### config.mk
export PLATFORM = sky130hd
export DESIGN_NAME = tag_compute
export DESIGN_NICKNAME = d
export VERILOG_FILES = /design/src/rtl/tag_pkg.sv /design/src/rtl/tag_compute.sv
export SDC_FILE = /design/constraint.sdc
export NUM_CORES = 1
export LEC_CHECK = 0
export CAP_MARGIN = 20
export CORE_MARGIN = 2
export CORE_UTILIZATION = 40
export DETAILED_ROUTE_END_ITERATION = 6
export PLACE_DENSITY = 0.67
export SLEW_MARGIN = 30
export SYNTH_ARGS = -nofsm -noshare
export SYNTH_HDL_FRONTEND = slang
export SYNTH_SLANG_ARGS = --single-unit
### constraint.sdc
create_clock -name vclk -period 4.4
set_input_delay 1.1 -clock vclk [all_inputs]
set_output_delay 1.1 -clock vclk [all_outputs]
set_load 0.01 [all_outputs]
### src/rtl/tag_pkg.sv
// tag_pkg: shared widths and lockout FSM states for the tag checker
package tag_pkg;
   localparam int DATA_SIZE  = 32;
   localparam int TAG_SIZE   = 8;
   localparam int NUM_BLOCKS = 4;
   localparam int KEY_SIZE   = 16;
   typedef enum logic {RUN, LOCKED} state_t;
endpackage

### src/rtl/tag_compute.sv
// tag_compute: keyed invert/rotate of each data block folded by XOR into a tag
module tag_compute
   import tag_pkg::*;
(
   input  logic [DATA_SIZE-1:0] data,
   input  logic [KEY_SIZE-1:0]  key,
   output logic [TAG_SIZE-1:0]  tag
);
   logic [TAG_SIZE-1:0] rot [NUM_BLOCKS];
   logic                unused_key;
   assign unused_key = ^{key[15], key[11], key[7]};
   for (genvar i = 0; i < NUM_BLOCKS; i++) begin : g_blk
      logic [TAG_SIZE-1:0]   b;
      logic [2*TAG_SIZE-1:0] d;
      assign b = data[TAG_SIZE*i +: TAG_SIZE] ^ {TAG_SIZE{key[i]}};
      // rotate-left as the upper half of a doubled word shifted left
      assign d = {b, b} << key[4*i +: 3];
      assign rot[i] = d[2*TAG_SIZE-1:TAG_SIZE];
   end
   always_comb begin
      tag = '0;
      for (int i = 0; i < NUM_BLOCKS; i++) tag ^= rot[i];
   end
endmodule

==> results.yml, run 1 <==
finish:
  antenna_cells: 0
  stdcell_area_mm2: 0.003478
  fill_cells: 486
  drive_above_1_share: 0.3305
  nClkBuffers: 0
  final_util: 0.6356
  area_delta_synth_final_pct: 54.53
  register_area_um2: 0
  multi_input_area_mm2: 0.002216
  seq_cell_count: 0
  nets: 401
  instances_no_fill: 423
floorplan:
  rows: 27
  die_height_um: 79.02
  start_util: 0.4113
  core_area_mm2: 0.005473
  fp.dieArea_mm2: 0.006243
  num_io_pins: 56
  fp.dieW_um: 79.02
sta:
  tightest_slew_ns: 0.4520
  clock.fmax_ghz: 0.2317
  hold_violations: 0
  setup_viol: 0
  fin_hold_ws_ns: 3.309
  finalMaxSlewViolations: 0
  period_minus_slack_ns: 4.317
  fin_crit_sh: 0.9810
  grt_setup_unrepaired: "yes"
  slew_headroom: 0.6973
drt:
  final_antenna_net_count: 0
  wl_per_cell_um: 14.88
  routed_wl_mm: 6.296
  viasPerCell: 5.364
  vias: 2269
  first_pass_iters: 4
  drt_iter0_drc: 62
  drcViolationCount: 0
worst_setup_path:
  critPathMaxFanout: 6
  start_kind: "primary input"
  cp.arrival_ns: 3.22
  critPathKind: "in2out"
  cp-end-kind: "primary output"
  worstSetupEndpoint: "tag[0]"
  critPathRequiredTime_ns: 3.30
  cp-startpoint: "key[8]"
grt:
  grt_pass1_vias: 2218
  grt_pass1_wl_mm: 10.37
  antenna_found_initial: 0
  grt_overflow: 0
  grt_max_degree: 13
  track_usage: 0.1978
outcome:
  status: "completed"
yosys:
  synth.largest_area_cell: "mux2i_1"
  synth_most_common_cell: "mux2i_1"
  synth_top_area_frac: 0.5069
  yosys-top-cells-count: "mux2i_1 (114), xnor2_1 (24), clkbuf_1 (13)"
  ys_warn_count: 0
  ys_seq_area_frac: 0
  syn-cell-area_mm2: 0.002251
  synth_cell_types: 32
  syn_inst: 249
  ys_top_cells_by_area: "mux2i_1 (51%), xnor2_1 (9.3%), mux4_2 (8.0%)"
  synth_area_per_cell_um2: 9.040
  syn_nets: 297
hold_path:
  holdPathStages: 6
  worstHoldPathType: "in2out"
placement:
  dp.cells: 416
  port-buffer-count: 53
  place_area_mm2: 0.003297
  gp_congestion: 0.8809
  place_hpwl_mm: 5.081
pwr:
  power_mw: 0.5080
  p_leak_nw: 1.624
  power_density_mw_per_mm2: 146.1
  ir_drop_v: 0.0001020
clock_network:
  cts_hold_buf: 0
run:
  max_cap_viol_count: 0
-- cells by family after synthesis --
| logic type | share of synthesized area |
|---|---|
| mux | 0.6192 |
| xor+xnor | 0.1151 |
| compound gates | 0.04781 |
| buf+inv | 0.07115 |
| simple gates | 0.1467 |
-- critical path, stage by stage --
cell and delay [ns]:
clkdlybuf4s50_1 0.46, buf_4 0.17, buf_4 0.16, mux2i_1 0.19, buf_4 0.17, mux2i_1 0.19, nand4_1 0.12, xnor2_1 0.20
xnor2_1 0.15, clkdlybuf4s15_1 0.28
-- cell usage in the layout (no fill, tap or decap), types with 5 or more instances in the layout --
cell type,Yosys,layout
mux2i_1,114,109
buf_4,1,70
clkdlybuf4s50_1,0,43
xnor2_1,24,24
nand4_1,11,11
inv_1,8,8
mux4_2,8,8
and3b_1,6,6
mux2i_4,2,5
buf_12,0,5
-- what timing repair did --
action | CTS | global route
hold endpoints to repair | 0 | 0
resized for setup | 32 | 16
pin swaps | 5 | 9
setup buffers | 5 | 2
endpoints found under the setup margin | 8 | 7
-- metal layers --
layer	GRT usage	vias to the layer above	part of all wire
li1	-	1153	-
met1	0.2832	1065	0.48
met2	0.3475	51	0.49
met3	0.007955	0	0.033
met4	0.006897	0	0
met5	0	-	0
-- stage by stage --
stage	setup TNS [ns]	worst slack, ns
6_report	0	0.08339
4_1_cts	0	0.01073
5_1_grt	-0.0001574	-0.0001574
3_3_place_gp	-3.087	-0.5179
2_1_floorplan	0	0.5846
3_5_place_dp	-3.235	-0.6000
-- layout make-up --
cell class,count,area share
timing repair buffer,129,0.3284
inverter,8,0.008633
multi-input combinational,214,0.6371
tap,72,0.02590
-- worst min path at each step --
stage / startpoint / endpoint / slack (ns)
CTS: key[1] / tag[5] / 3.41
detailed placement: data[6] / tag[1] / 3.68
finish: key[1] / tag[6] / 3.31
global placement: data[6] / tag[1] / 3.68
floorplan: data[1] / tag[1] / 2.70
global route: key[1] / tag[6] / 3.42
-- power breakdown --
group / internal (mW) / switching, mW / total [mW]
Combinational: 0.283 / 0.225 / 0.508
Sequential: 0 / 0 / 0
Clock: 0 / 0 / 0
Total: 0.283 / 0.225 / 0.508
Note: power is estimated with default switching activity, not from simulation.
==> inputs of run 2 (changes only) <==
Settings changed: CORE_UTILIZATION 40 to 50, PLACE_DENSITY 0.67 to 0.81, TNS_END_PERCENT set to 20.
==> run 2 against run 1 <==
  * The flow now finishes with violations (setup timing)
  * Worst hold slack lost 0.0083 ns
  * Maximum frequency shrank 3.3%
  * Via count grew 3.7%
  * Non-clock buffer count shrank 4
  * Die area shrank 19%
  * Critical path type unchanged
  * Critical endpoint is now tag[3]
==> results.yml, run 2 (same netlist as run 1, synthesis figures left out) <==
worst_setup_path:
  critPathKind: "in2out"
  critPathMaxFanout: 7
  cp.arrival_ns: 3.37
  critPathRequiredTime_ns: 3.30
  cp-end-kind: "primary output"
  start_kind: "primary input"
placement:
  place_hpwl_mm: 5.551
  port-buffer-count: 53
  place_area_mm2: 0.003272
  gp_congestion: 0.8389
  dp.cells: 396
grt:
  grt_max_degree: 13
  grt_pass1_vias: 2473
  antenna_found_initial: 0
  grt_pass1_wl_mm: 11.42
  track_usage: 0.2710
  grt_overflow: 0
hold_path:
  hp-start: "key[1]"
  whs_endpoint: "tag[2]"
  holdPathStages: 6
  worstHoldPathType: "in2out"
sta:
  grt_setup_unrepaired: "yes"
  clock.fmax_ghz: 0.2239
  tightest_slew_ns: 0.4836
  hold_violations: 0
  setup_viol: 2
  period_minus_slack_ns: 4.466
  fin_ws_ns: -0.06607
  slew_headroom: 0.6759
  fin_crit_sh: 1.015
  finalMaxSlewViolations: 0
finish:
  most-common-layout-cells: "mux2i_1 (106), buf_4 (69), clkdlybuf4s50_1 (43), xnor2_1 (24), nand4_1 (11)"
  area_delta_synth_final_pct: 50.36
  instances_no_fill: 399
  nets: 397
  final_common_cell: "mux2i_1"
  seq_cell_count: 0
  antenna_cells: 0
  register_area_um2: 0
  nClkBuffers: 0
  stdcell_area_mm2: 0.003385
  drive_above_1_share: 0.3084
  fill_cells: 283
outcome:
  status: "finished with violations"
  violations: "setup timing"
drt:
  first_pass_iters: 4
  viasPerCell: 5.895
  drcViolationCount: 0
  drt_iter0_drc: 82
  wl_per_cell_um: 16.90
  vias: 2352
  final_antenna_net_count: 0
  routed_wl_mm: 6.744
floorplan:
  die_height_um: 71.10
  fp.dieArea_mm2: 0.005055
  num_io_pins: 56
  core_area_mm2: 0.004354
  start_util: 0.5170
  fp.dieW_um: 71.10
  rows: 24
run:
  max_cap_viol_count: 0
clock_network:
  cts_hold_buf: 0
pwr:
  ir_drop_v: 0.0001201
  p_leak_nw: 1.609
  power_density_mw_per_mm2: 151.2
run 2: changes by cell type in the layout (fill, tap and decap cells not counted), sizes merged:
cell / change
clkdlybuf4s15: -2
clkbuf: +1
buf: -6
dlymetal6s2s: +3
run 2: worst max-delay path by stage:
stage | startpoint | endpoint | slack (ns) | cells after the start
after floorplan | key[5] | tag[1] | 0.58 | 7
after global placement | key[4] | tag[3] | -0.59 | 9
after detailed placement | key[4] | tag[3] | -0.72 | 9
after CTS | key[8] | tag[1] | -0.26 | 8
after global routing | key[8] | tag[3] | -0.14 | 9
final | key[8] | tag[3] | -0.07 | 9
run 2: layer usage:
| metal | share of wire | global-route usage | vias up |
|---|---|---|---|
| li1 | - | - | 1146 |
| met1 | 0.42 | 0.3365 | 1114 |
| met2 | 0.52 | 0.5088 | 74 |
| met3 | 0.033 | 0.01140 | 18 |
| met4 | 0.026 | 0.07128 | 0 |
| met5 | 0 | 0 | - |
run 2: cell type report:
class	instances	area (um^2)	area share
inverters	8	30.03	0.008872
multi-input cells	214	2193	0.6481
repair buffers	125	1096	0.3238
well taps	52	65.06	0.01922
run 2: report_power, final:
group / leakage [nW] / internal, mW / switching (mW)
clock network: 0 / 0 / 0
registers: 0 / 0 / 0
logic: 1.61 / 0.285 / 0.227
run 2: what timing repair did:
action	in CTS	in global routing
resized for setup	21	17
pin swaps	1	5
setup buffers	3	0
cloned	0	0
setup endpoints to repair	8	8
run 2: through the flow:
| step | total power, mW | setup slack [ns] | util | setup TNS [ns] | hold WS, ns |
|---|---|---|---|---|---|
| after CTS | 0.5117 | -0.2587 | 0.7693 | -0.7468 | 3.447 |
| after global routing | 0.5431 | -0.1388 | 0.7773 | -0.2507 | 3.370 |
| after global placement | 0.5062 | -0.5859 | 0.7514 | -2.894 | 3.670 |
| final | 0.5117 | -0.06607 | 0.7773 | -0.1042 | 3.301 |
| after detailed placement | 0.5179 | -0.7186 | 0.7514 | -3.290 | 3.658 |
| after floorplan | 0.2861 | 0.5846 | - | 0 | 2.700 |
run 2: critical path, cell delays in order:
cell	delay [ns]
clkdlybuf4s50_1	0.51
buf_12	0.15
mux2i_4	0.25
buf_4	0.16
mux2i_1	0.25
o2111ai_1	0.22
xnor2_1	0.19
xnor2_1	0.22
dlygate4sd2_1	0.30
==> inputs of run 3 (changes only) <==
Settings changed: CORE_UTILIZATION 50 to 30, GPL_TIMING_DRIVEN set to 0, PLACE_DENSITY 0.81 to unset.
==> run 3 against run 2 <==
  * The run now ends clean
  * Routed wire length fell by 8.5%
  * Combinational power fell by 10%
  * Flip-flop and latch count did not move
  * Maximum frequency rose by 3.3%
  * Critical path depth fell by 1
  * Sequential share of layout area did not move
  * Cell count fell by 1.5%
  * Critical endpoint is now tag[7]
==> results.yml, run 3 (same netlist as run 1, synthesis figures left out) <==
outcome:
  status: "completed"
pwr:
  p_comb_frac: 1.000
  ir_drop_v: 0.00007867
  switching_share: 0.4778
  seqPwrFrac: 0
  clkPwrFrac: 0
  power_density_mw_per_mm2: 151.4
  internal_power_mw: 0.2406
  p_leak_nw: 1.323
  p_sw_mw: 0.2201
floorplan:
  core_area_mm2: 0.007253
  fp.dieArea_mm2: 0.008212
  fp.dieW_um: 90.62
  num_io_pins: 56
  rows: 31
  start_util: 0.3103
  die_height_um: 90.62
finish:
  register_area_um2: 0
  final_util: 0.4195
  drive_above_1_share: 0.2143
  stdcell_area_mm2: 0.003043
  nClkBuffers: 0
  seq_cell_count: 0
  nets: 344
  antenna_cells: 0
  most-common-layout-cells: "mux2i_1 (103), clkdlybuf4s50_1 (36), xnor2_1 (24), nand4_1 (11), mux2i_2 (9)"
  instances_no_fill: 393
  final_common_cell: "mux2i_1"
  area_delta_synth_final_pct: 35.19
placement:
  port-buffer-count: 45
  dp.cells: 393
  pre_cts_ws_ns: -0.6374
  place_hpwl_mm: 4.822
  gp_congestion: 0.8334
  place_area_mm2: 0.002825
run:
  max_cap_viol_count: 0
drt:
  final_antenna_net_count: 0
  viasPerCell: 5.232
  drt_iter0_drc: 107
  drcViolationCount: 0
  vias: 2056
  first_pass_iters: 4
  routed_wl_mm: 6.171
  wl_per_cell_um: 15.70
grt:
  grt_overflow: 0
  grt_pass1_wl_mm: 10.72
  track_usage: 0.1506
  grt_pass1_vias: 2095
  antenna_found_initial: 0
  grt_max_degree: 11
worst_setup_path:
  critPathKind: "in2out"
  cp.arrival_ns: 3.23
  critPathRequiredTime_ns: 3.30
  critPathMaxFanout: 10
  cp-end-kind: "primary output"
  start_kind: "primary input"
sta:
  slew_headroom: 0.4339
  grt_setup_unrepaired: "yes"
  tightest_slew_ns: 0.8427
  fin_setup_tns_ns: 0
  hold_violations: 0
  fin_crit_sh: 0.9830
  period_minus_slack_ns: 4.325
  setup_viol: 0
  fin_ws_ns: 0.07478
  clock.fmax_ghz: 0.2312
  finalMaxSlewViolations: 0
clock_network:
  cts_hold_buf: 0
hold_path:
  worstHoldPathType: "in2out"
  holdPathStages: 7
## run 3: power by group through the flow
| stage | combinational, mW | sequential, mW | clock [mW] |
|---|---|---|---|
| floorplan | 0.286 | 0 | 0 |
| global placement | 0.458 | 0 | 0 |
| detailed placement | 0.461 | 0 | 0 |
| CTS | 0.462 | 0 | 0 |
| global route | 0.501 | 0 | 0 |
| finish | 0.461 | 0 | 0 |
## run 3: area by class of cell
| cell class | instances | area [um^2] |
|---|---|---|
| fillers | 742 | 4210 |
| multi-input cells | 214 | 2281 |
| repair buffers | 50 | 481.7 |
| plain buffers | 22 | 126.4 |
| well taps | 99 | 123.9 |
| inverters | 8 | 30.03 |
## run 3: stage by stage
stage	hold WS (ns)	power, mW
3_5_place_dp	3.384	0.4609
3_3_place_gp	3.391	0.4578
4_1_cts	3.188	0.4618
6_report	3.123	0.4607
2_1_floorplan	2.700	0.2861
5_1_grt	3.184	0.5005
## run 3: worst max-delay path, stage by stage
cell,delay (ns)
clkdlybuf4s50_1,0.47
buf_4,0.16
nand3b_1,0.26
mux2i_1,0.14
a2111oi_2,0.43
xnor2_1,0.15
xnor2_1,0.23
clkdlybuf4s15_1,0.28
## run 3: repair_timing
action,4_1_cts,5_1_grt
pin swaps,6,4
gates resized for setup,48,10
setup buffers,5,0
gates cloned,0,0
endpoints found under the setup margin,8,6
## run 3: metal layers
layer,track usage,routed length (um),vias up
met5,0,0,-
met4,0,0,0
met3,0.01002,177,0
met2,0.2500,2950,39
met1,0.2267,3044,977
li1,-,-,1040
## run 3: final timing paths
| check | to | start | slack, ns |
|---|---|---|---|
| max | tag[7] | key[6] | 0.07 |
| min | tag[5] | key[8] | 3.12 |
==> RTL change, RTL diff (flow settings as in run 3) <==
`TAG_SIZE`: 8 -> 4.
--- a/src/rtl/tag_pkg.sv
+++ b/src/rtl/tag_pkg.sv
@@ -2,5 +2,5 @@
 package tag_pkg;
    localparam int DATA_SIZE  = 32;
-   localparam int TAG_SIZE   = 8;
+   localparam int TAG_SIZE   = 4;
    localparam int NUM_BLOCKS = 4;
    localparam int KEY_SIZE   = 16;
Ports: changed (resized tag); port bits go from 56 to 52. The function was not compared with the original's and may differ.
==> RTL change against run 3 <==
- routed wire length shrank 71%
- fmax grew 0.95%
- cell area decreased by 64%
- global-route usage is 3.1 points lower
- hold slack worse by 0.17 ns
- power down 64%
- worst setup slack improved by 0.041 ns
- die area decreased by 64%
- area after synthesis down 66%
- critical endpoint is now tag[3]
- largest power group unchanged
==> RTL change: results (changes against run 3) <==
| Metric | Value |
|---|---|
| Result of the run | `completed` |
| Global-route wire length before repair | `2.74 mm (-74%)` |
| Ranking of synthesized cells by area | `mux2i_1, xor2_1, xnor2_1` |
| Area share of fa/ha/maj cells after synthesis | `0 (unchanged)` |
| Total Routing Usage GR | `0.120 (-0.0305)` |
| Synth Area in Compound Gates | `0.185 (+0.138)` |
| Net Count, Synth | `142 (-52%)` |
| Fillcell total | `265 (-64%)` |
| Xor/xnor share of the synthesized area | `0.262 (+0.147)` |
| N_diodes | `0 (unchanged)` |
| Layout cells sized above 1 | `0.0909 (-0.123)` |
| Worst slew pin tran | `0.370 ns (-0.472 ns)` |
| Gp weighted congestion | `0.740 (-11%)` |
| Max stage delay on crit path | `0.55 ns (+0.08 ns)` |
| Arrival time at the worst endpoint | `3.18 ns (-0.05 ns)` |
| Mux contribution to synthesized area | `0.295 (-0.325)` |
| Top cells by count, synth | `mux2i_1, xor2_1, xnor2_1, o22ai_1` |
| Total number of yosys warnings | `0 (unchanged)` |
| Met1 usage | `0.134 (-0.0924)` |
| Hold path cells | `6 (-1)` |
| CLK BUF | `0 (unchanged)` |
| Met2 Use GR | `0.255 (+0.00502)` |
| Met3 WL | `115 microns (-35%)` |
| Largest net degree at the start of global routing | `11 (unchanged)` |
| Crit path max fanout | `10 (unchanged)` |
| CP endpoint | `tag[3]` |
| Met2 WL post-DR | `901 microns (-69%)` |
| Leak | `0.476 nW (-64%)` |
| Seq/Total Area, Yosys | `0 (unchanged)` |
| Worst Hold End | `tag[2]` |
| 1st-pass router iterations | `4 (unchanged)` |
| FF+latch count | `0 (unchanged)` |
| Crit path from | `key[1]` |
| Port Buffers | `27 (-40%)` |
| Vias in the first global route | `694 (-67%)` |
| Initial antenna violation count | `0 (unchanged)` |
| Setup bufs post-CTS | `0 (-5)` |
| Top sig layer | `met3` |
| Min-delay src | `key[2]` |
| Detail Placement HPWL | `1.50 mm (-69%)` |
| Final net count | `171 (-50%)` |
| Largest vdd supply drop | `0.000143 V (+82%)` |
| M1 wire length | `781 microns (-74%)` |
| Vias per cell | `5.23 (-0.12%)` |
| Cell family with the largest share of critical-path delay | `buffers and inverters` |
| Synth cell types | `31 (-3.1%)` |
| Met3 Use GR | `0.00556 (-0.00446)` |
| Tightest Hold Check Type | `in2out` |
| Wire per inst | `11.9 microns (-24%)` |
| Post-CTS sizing | `2 (-96%)` |
| Slowest cell on crit path | `clkdlybuf4s50_1` |
| Iter 0 DRT Violations | `9 (-92%)` |
## RTL change: cell types whose count changed after synthesis, sizes merged, moves of 7 or more
cell	run 3	this run
buf	14	5
clkbuf	13	2
mux2i	118	20
mux4	8	1
nand4	11	0
xnor2	24	8
xor2	3	12
## RTL change: through the flow
step                      hold slack (ns)  setup WS (ns)  cell area, sq um  instances
after floorplan                      2.43          0.835               756         94
after global placement               3.28        -0.0484              1060        151
after detailed placement             3.26        -0.0634              1060        151
after CTS                            3.26       -0.00137              1070        151
after global routing                 3.05        -0.0298              1090        151
final                                2.95          0.116              1090        151
## RTL change: logic make-up after synthesis
group / after synthesis
simple gates: 22
mux: 21
xor+xnor: 21
compound gates: 21
buf+inv: 9
## RTL change: where the power goes
group	leakage (nW)	internal, mW	switching, mW
logic	0.476	0.0951	0.0708
clock network	0	0	0
registers	0	0	0
## RTL change: area by class of cell
class	instances	area share
Multi-Input combinational cell	85	0.660
Timing Repair Buffer	27	0.258
Buffer	7	0.0403
Tap cell	30	0.0346
Inverter	2	0.00691
